**config.mk**
```make
export PLATFORM = sky130hd
export DESIGN_NAME = wb_rr_arbiter
export DESIGN_NICKNAME = d
export VERILOG_FILES = /design/src/rtl/wb_pkg.sv /design/src/rtl/wb_watchdog.sv /design/src/rtl/wb_rr_arbiter.sv
export SDC_FILE = /design/constraint.sdc
export NUM_CORES = 1
export LEC_CHECK = 0
export CELL_PAD_IN_SITES_DETAIL_PLACEMENT = 2
export CELL_PAD_IN_SITES_GLOBAL_PLACEMENT = 2
export CORE_ASPECT_RATIO = 1.4
export CORE_MARGIN = 8
export CORE_UTILIZATION = 10
export DETAILED_ROUTE_END_ITERATION = 10
export PLACE_DENSITY_LB_ADDON = 0.08
export RECOVER_POWER = 50
export SYNTH_ARGS = -nofsm -noshare
export SYNTH_HDL_FRONTEND = slang
export SYNTH_HIERARCHICAL = 1
export SYNTH_SLANG_ARGS = --single-unit
```
**constraint.sdc**
```tcl
create_clock -name clk_i -period 2.7 [get_ports clk_i]
set_clock_uncertainty 0.15 [all_clocks]
set_input_delay 0.54 -clock clk_i [delete_from_list [all_inputs] [get_ports clk_i]]
set_output_delay 0.54 -clock clk_i [all_outputs]
set_load 0.1 [all_outputs]
```
**src/rtl/wb_pkg.sv**
```systemverilog
// Shared Wishbone definitions: cycle-type and burst-type tags plus the arbiter state encoding.
package wb_pkg;

    localparam logic [2:0] CtiClassic = 3'b000;
    localparam logic [2:0] CtiIncr    = 3'b010;
    localparam logic [2:0] CtiEnd     = 3'b111;

    localparam logic [1:0] BteLinear = 2'b00;
    localparam logic [1:0] BteWrap4  = 2'b01;
    localparam logic [1:0] BteWrap8  = 2'b10;
    localparam logic [1:0] BteWrap16 = 2'b11;

    typedef enum logic [1:0] {
        StIdle,
        StGnt0,
        StGnt1
    } arb_state_e;

endpackage

```
**src/rtl/wb_watchdog.sv**
```systemverilog
// Counts strobed cycles that have seen no termination; expire_o is high for the single cycle
// in which the count has reached TIMEOUT-1.
module wb_watchdog #(
    parameter int unsigned TIMEOUT = 255
) (
    input  logic clk_i,
    input  logic rst_i,
    input  logic clear_i,
    input  logic en_i,
    output logic expire_o
);

    localparam int unsigned CntW = $clog2(TIMEOUT);
    localparam logic [CntW-1:0] Limit = CntW'(TIMEOUT - 1);

    logic [CntW-1:0] count_q, count_d;

    assign expire_o = (count_q == Limit);

    always_comb begin
        count_d = count_q;
        if (clear_i || expire_o) begin
            count_d = '0;
        end else if (en_i) begin
            count_d = count_q + CntW'(1);
        end
    end

    always_ff @(posedge clk_i) begin
        if (rst_i) begin
            count_q <= '0;
        end else begin
            count_q <= count_d;
        end
    end

endmodule

```
**src/rtl/wb_rr_arbiter.sv**
```systemverilog
// Two-requester round-robin Wishbone arbiter in front of a single SRAM-controller port.
// A grant lasts for the whole of the winner's cyc; a watchdog aborts stalled strobes with err.
module wb_rr_arbiter
    import wb_pkg::*;
#(
    parameter int unsigned ADDR_WIDTH = 23,
    parameter int unsigned TIMEOUT    = 255
) (
    input  logic                  clk_i,
    input  logic                  rst_i,
    input  logic                  wbs0_cyc_i,
    input  logic                  wbs0_stb_i,
    input  logic                  wbs0_we_i,
    input  logic                  wbs0_sel_i,
    input  logic [ADDR_WIDTH-1:0] wbs0_adr_i,
    input  logic [7:0]            wbs0_dat_i,
    input  logic [2:0]            wbs0_cti_i,
    input  logic [1:0]            wbs0_bte_i,
    output logic                  wbs0_ack_o,
    output logic                  wbs0_err_o,
    output logic                  wbs0_rty_o,
    output logic [7:0]            wbs0_dat_o,
    input  logic                  wbs1_cyc_i,
    input  logic                  wbs1_stb_i,
    input  logic                  wbs1_we_i,
    input  logic                  wbs1_sel_i,
    input  logic [ADDR_WIDTH-1:0] wbs1_adr_i,
    input  logic [7:0]            wbs1_dat_i,
    input  logic [2:0]            wbs1_cti_i,
    input  logic [1:0]            wbs1_bte_i,
    output logic                  wbs1_ack_o,
    output logic                  wbs1_err_o,
    output logic                  wbs1_rty_o,
    output logic [7:0]            wbs1_dat_o,
    output logic                  wbm_cyc_o,
    output logic                  wbm_stb_o,
    output logic                  wbm_we_o,
    output logic                  wbm_sel_o,
    output logic [ADDR_WIDTH-1:0] wbm_adr_o,
    output logic [7:0]            wbm_dat_o,
    output logic [2:0]            wbm_cti_o,
    output logic [1:0]            wbm_bte_o,
    input  logic                  wbm_ack_i,
    input  logic                  wbm_err_i,
    input  logic                  wbm_rty_i,
    input  logic [7:0]            wbm_dat_i
);

    arb_state_e state_q, state_d;
    logic       last_grant_q, last_grant_d;

    logic gnt1, granted, req_cyc, req_stb, req_we, term;
    logic wd_en, wd_clear, wd_expire, expire;
    logic ack_req, err_req, rty_req;

    always_comb begin
        state_d      = state_q;
        last_grant_d = last_grant_q;
        case (state_q)
            StIdle: begin
                if (wbs0_cyc_i && wbs1_cyc_i) begin
                    state_d = last_grant_q ? StGnt0 : StGnt1;
                end else if (wbs0_cyc_i) begin
                    state_d = StGnt0;
                end else if (wbs1_cyc_i) begin
                    state_d = StGnt1;
                end
            end
            StGnt0: begin
                if (!wbs0_cyc_i) begin
                    last_grant_d = 1'b0;
                    state_d      = wbs1_cyc_i ? StGnt1 : StIdle;
                end
            end
            StGnt1: begin
                if (!wbs1_cyc_i) begin
                    last_grant_d = 1'b1;
                    state_d      = wbs0_cyc_i ? StGnt0 : StIdle;
                end
            end
            default: state_d = StIdle;
        endcase
    end

    always_ff @(posedge clk_i) begin
        if (rst_i) begin
            state_q      <= StIdle;
            last_grant_q <= 1'b1;
        end else begin
            state_q      <= state_d;
            last_grant_q <= last_grant_d;
        end
    end

    // Gating with rst_i drops the bus in the reset cycle itself, even if state_q still holds a grant.
    assign gnt1    = (state_q == StGnt1);
    assign granted = !rst_i && (state_q != StIdle);
    assign req_cyc = gnt1 ? wbs1_cyc_i : wbs0_cyc_i;
    assign req_stb = gnt1 ? wbs1_stb_i : wbs0_stb_i;
    assign req_we  = gnt1 ? wbs1_we_i  : wbs0_we_i;
    assign term    = wbm_ack_i || wbm_err_i || wbm_rty_i;

    assign wd_en    = granted && req_stb && !term;
    assign wd_clear = term || !granted || (state_d != state_q);

    wb_watchdog #(
        .TIMEOUT (TIMEOUT)
    ) u_watchdog (
        .clk_i    (clk_i),
        .rst_i    (rst_i),
        .clear_i  (wd_clear),
        .en_i     (wd_en),
        .expire_o (wd_expire)
    );

    assign expire = granted && wd_expire;

    assign wbm_cyc_o = granted && req_cyc && !expire;
    assign wbm_stb_o = granted && req_stb && !expire;
    assign wbm_we_o  = granted && req_we;
    assign wbm_sel_o = gnt1 ? wbs1_sel_i : wbs0_sel_i;
    assign wbm_adr_o = gnt1 ? wbs1_adr_i : wbs0_adr_i;
    assign wbm_dat_o = gnt1 ? wbs1_dat_i : wbs0_dat_i;
    assign wbm_cti_o = gnt1 ? wbs1_cti_i : wbs0_cti_i;
    assign wbm_bte_o = gnt1 ? wbs1_bte_i : wbs0_bte_i;

    // A real ack arriving in the expiry cycle wins over the synthesized err.
    assign ack_req = granted && wbm_ack_i;
    assign err_req = granted && (expire ? !wbm_ack_i : wbm_err_i);
    assign rty_req = granted && wbm_rty_i;

    assign wbs0_ack_o = ack_req && !gnt1;
    assign wbs0_err_o = err_req && !gnt1;
    assign wbs0_rty_o = rty_req && !gnt1;
    assign wbs1_ack_o = ack_req && gnt1;
    assign wbs1_err_o = err_req && gnt1;
    assign wbs1_rty_o = rty_req && gnt1;

    assign wbs0_dat_o = wbm_dat_i;
    assign wbs1_dat_o = wbm_dat_i;

endmodule

```
**Word-level counts from Yosys, hierarchy flattened**

Index checks and enable logic that the tools add are counted.

- Logic and storage cells: 65
- Bits in registers: 11

- Muxes and demuxes: 21
- Add/sub/neg operators: 1
- Reduce and logical (&&, ||, !) cells: 34
- Eq/ne operators: 6

Operators by type and width:

| kind | number |
|---|---|
| $mux W23 | 1 |
| $logic_and A1 B1 Y1 | 18 |
| $mux W2 | 8 |
| $add A8 B1 Y8 const B | 1 |
| $eq A8 B8 Y1 const B | 1 |
| $mux W1 | 8 |
| $mux W8 | 1 |
| $logic_not A1 Y1 | 6 |
| $pmux W2 S3 | 1 |
| $logic_or A1 B1 Y1 | 5 |
| $ne A2 B2 Y1 const B | 2 |
| $reduce_bool A2 Y1 | 2 |
| $mux W3 | 1 |
| $reduce_and A3 Y1 | 1 |
| $eq A2 B1 Y1 const B | 1 |
| $eq A2 B2 Y1 const B | 1 |
| $logic_not A2 Y1 | 1 |
| $ne A2 B2 Y1 | 1 |
| $pmux W1 S2 | 1 |
| $reduce_or A2 Y1 | 1 |

**Depth between registers and ports, before layout**

- Depth in word-level cells: 8
- Gate-level depth with buffers: 9

**Modules after synthesis**

Netlist, hierarchy kept.

By module, submodules not included:

| module | cells each | instances | area each (sq um) | sequential area each (sq um) |
|---|---|---|---|---|
| wb_rr_arbiter | 175 | 1 | 867.1 | 60.1 |
| wb_watchdog | 46 | 1 | 394.1 | 160.2 |

**Worst setup path after synthesis**

OpenSTA, ideal clock, no wires.

- Path type: reg2out
- From: register u_watchdog.count_q[0]
- To: output wbs0_err_o
- Cell stages (with the launch flop): 7
- Required time: 2.010 ns
- Arrival time: 3.110 ns
- Path slack: -1.100 ns
- Cells stage by stage: dfxtp_1 -> inv_1 -> ha_1 -> nand4_1 -> nor2_1 -> o21ai_0 -> nor3_1

- Longest elaborated chain between the ends: 5

RTL lines:

| what | RTL line | RTL |
|---|---|---|
| start: declaration | wb_watchdog.sv:16 | `logic [CntW-1:0] count_q, count_d;` |
| start signal: assignment | wb_watchdog.sv:33 | `count_q <= count_d;` |
| $eq A8 B8 Y1 | wb_watchdog.sv:18 | `assign expire_o = (count_q == Limit);` |
| net wd_expire | wb_rr_arbiter.sv:53 | `logic wd_en, wd_clear, wd_expire, expire;` |
| $logic_and A1 B1 Y1 | wb_rr_arbiter.sv:116 | `assign expire = granted && wd_expire;` |
| $mux W1 | wb_rr_arbiter.sv:129 | `assign err_req = granted && (expire ? !wbm_ack_i : wbm_err_i);` |
| $logic_and A1 B1 Y1 | wb_rr_arbiter.sv:129 |  |
| $logic_and A1 B1 Y1 | wb_rr_arbiter.sv:133 | `assign wbs0_err_o = err_req && !gnt1;` |
| end: declaration | wb_rr_arbiter.sv:20 | `output logic wbs0_err_o,` |

The timed path passes the listed nets, and every way through them passes these cells.

**Final worst setup path**

- From: register u_watchdog.count_q[1]
- To: output wbs1_err_o

- Longest elaborated chain between the ends: 5

RTL lines:

| what | RTL line | RTL |
|---|---|---|
| $eq A8 B8 Y1 | wb_watchdog.sv:18 |  |
| net wd_expire | wb_rr_arbiter.sv:53 |  |
| $logic_and A1 B1 Y1 | wb_rr_arbiter.sv:116 |  |
| $mux W1 | wb_rr_arbiter.sv:129 |  |
| $logic_and A1 B1 Y1 | wb_rr_arbiter.sv:129 |  |
| $logic_and A1 B1 Y1 | wb_rr_arbiter.sv:136 | `assign wbs1_err_o = err_req && gnt1;` |
| end: declaration | wb_rr_arbiter.sv:32 | `output logic wbs1_err_o,` |

The timed path passes the listed nets, and every way through them passes these cells.

==> impl_metrics.tcl <==
set metrics [dict create \
    status "finished clean" \
    wire_per_inst_um 16.1 \
    cts_sinks 11 \
    seq_area_frac_synth_pct 17.5 \
    cts_root_buf "clkbuf_16" \
    layout_setup_ws_ns 0.153 \
    worst_slew_pin_slew_ns 0.374 \
    chipWidth_um 111 \
    dpl_worst_slack_ns -0.0597 \
    reg2regPathDepth 7 \
    max_slew_margin_pct 74.8 \
    antenna_found_initial 0 \
    yosysWarnings 6 \
    cts_setup_buffers 0 \
    n_antenna_cell 0 \
    timing_hold_violations_final 0 \
    via_per_inst 3.80 \
    drv_slew 0 \
    endpoint_kind "output port" \
    total_leakage_power_nw 1.29 \
    yosys_register_bits 11 \
    grt_pass1_wl_mm 12.1 \
    clk_latency_ns 0.24 \
    synth_cells 221 \
    path_class "reg2out" \
    final.setup.tns_ns 0 \
    grt_max_degree 43 \
    ctsHoldBuffers 0 \
    cts_buffers 3 \
    maxCapViolations 0 \
    mappedNetlistNets 316 \
    dieArea_um2 16500 \
    final_cell_area_um2 3040 \
    wl_mm 7.84 \
    synthToLayoutAreaGrowth_pct 141 \
    rsz0062_at_grt "no" \
    gp_congestion 0.668 \
    finalPower_mw 1.23 \
    first_global_vias 1939 \
    grt_overflow 0 \
    h-tree-depth 1 \
    hpwl_mm 6.66 \
    clockBufferDepth 2 \
    fin_crit_sh_pct 94.3 \
    cts_tree "yes" \
    fin_nets 433 \
    detail-route-antenna-nets 0 \
    num_io_pins 155 \
    row_count 48 \
    path_max_fanout 5 \
    grt_use_total_pct 9.08 \
    power_density_nw_per_um2 406 \
    startpoint_type "flop" \
    final_cell_count_no_fill 487 \
    port_buffers 130 \
    synthDistinctLibCells 34 \
    vdd_ir_drop_max_mv 0.223 \
    final_common_cell "nand2_1" \
    crit_required_ns 2.01 \
    syn_area_um2 1260 \
    dr_total_vias 1852 \
    dpl_cell_area_um2 3130 \
    clk_pin_slew_ns 0.04 \
    initial_utilization_pct 10.2 \
    drt_first_pass_iters 3 \
    setup_violations 0 \
    place_inst 483 \
    critPathArrivalTime_ns 1.86 \
    syn_area_per_cell_um2 5.71 \
    holdPathStages 2 \
    core_um2 12300 \
    drc 0 \
    drt-initial-drc-count 24 \
    hp-class "reg2reg" \
    fillers 1431 \
    fin_crit_ns 2.55 \
    fmax_mhz 393 \
    ctsResizeCount 0 \
    die_y_um 149 \
    mostFrequentLayoutCells "119 x nand2_1, 83 x clkdlybuf4s50_1, 35 x buf_12" \
    drive_gt1_share_pct 18.4 \
]
[cell families (layout without fill, tap and decap cells)]
kind of cell | Yosys count | after routing | synth area share [%]
compound gates | 17 | 17 | 9.42
xor+xnor | 4 | 4 | 2.78
fa+ha+maj | 2 | 2 | 1.98
buf+inv | 32 | 148 | 16.1
flops | 11 | 11 | 17.5
simple gates | 155 | 155 | 52.3
[power breakdown]
part	switching [mW]	internal, mW
Combinational	0.500	0.289
Sequential	0.00414	0.165
Clock	0.0753	0.199
Total	0.579	0.653
[sequential cells by signal, indices dropped and copies added (netlist names)]
signal / flops
last_grant_q: 1
state_q: 2
u_watchdog/count_q: 8
[Yosys cell counts (all sizes together)]
master  count  area, µm²
or3         1       6.26
or2         1       6.26
or4b        1       10.0
o21ai       2       10.0
nand3       3       15.0
nand4       3       18.8
dfxtp      11        220
a211oi      2       20.0
nor2       12       45.0
xor2        3       26.3
buf        28        188
o22ai       1       6.26
a22oi       2       15.0
nand2b      3       18.8
and3b       1       8.76
o21bai      2       15.0
nor3        4       25.0
nor3b       4       35.0
a21oi       2       10.0
a31oi       3       18.8
or4         2       15.0
inv         4       15.0
nor2b       1       8.76
nand2     119        447
ha          2       25.0
o211ai      2       15.0
o221ai      1       8.76
xnor2       1       8.76
[cell type report]
class,count,area (µm²),share of cell area (%)
Inverter,4,15.0,0.494
Sequential cell,11,220,7.25
Timing Repair Buffer,140,1700,56.0
Clock buffer,4,78.8,2.60
Tap cell,150,188,6.18
Multi-Input combinational cell,178,836,27.5
[critical path: stages, from the launching register on]
cell and delay (ns):
dfxtp_1 0.40, ha_1 0.17, nand4_1 0.12, nor2_1 0.28
o21ai_0 0.21, nor3_2 0.22, buf_12 0.21
[per-stage QoR]
step / util [%] / hold WS [ns]
floorplan: - / 0.313
global placement: 25.4 / 0.341
detailed placement: 25.4 / 0.350
CTS: 26.0 / 0.357
global route: 24.7 / 0.392
finish: 24.7 / 0.357
[path summary, 6_finish.rpt]
| check | start | end | slack [ns] |
|---|---|---|---|
| setup / recovery | u_watchdog/count_q[1] | wbs1_err_o | 0.15 |
| hold / removal | u_watchdog/count_q[7] | u_watchdog/count_q[7] | 0.36 |
| setup reg to reg | state_q[1] | u_watchdog/count_q[6] | 0.63 |
| hold reg to reg | u_watchdog/count_q[7] | u_watchdog/count_q[7] | 0.36 |
[layer usage]
layer  global-route usage (%)  part of all wire [%]  up-vias
met5                        0                     0        -
met4                     1.08                  0.10        0
met3                     2.42                   6.8        2
met2                     17.2                    55       69
li1                         -                     -      918
met1                     10.0                    38      863
No activity file was read; power rests on OpenSTA's default activity.
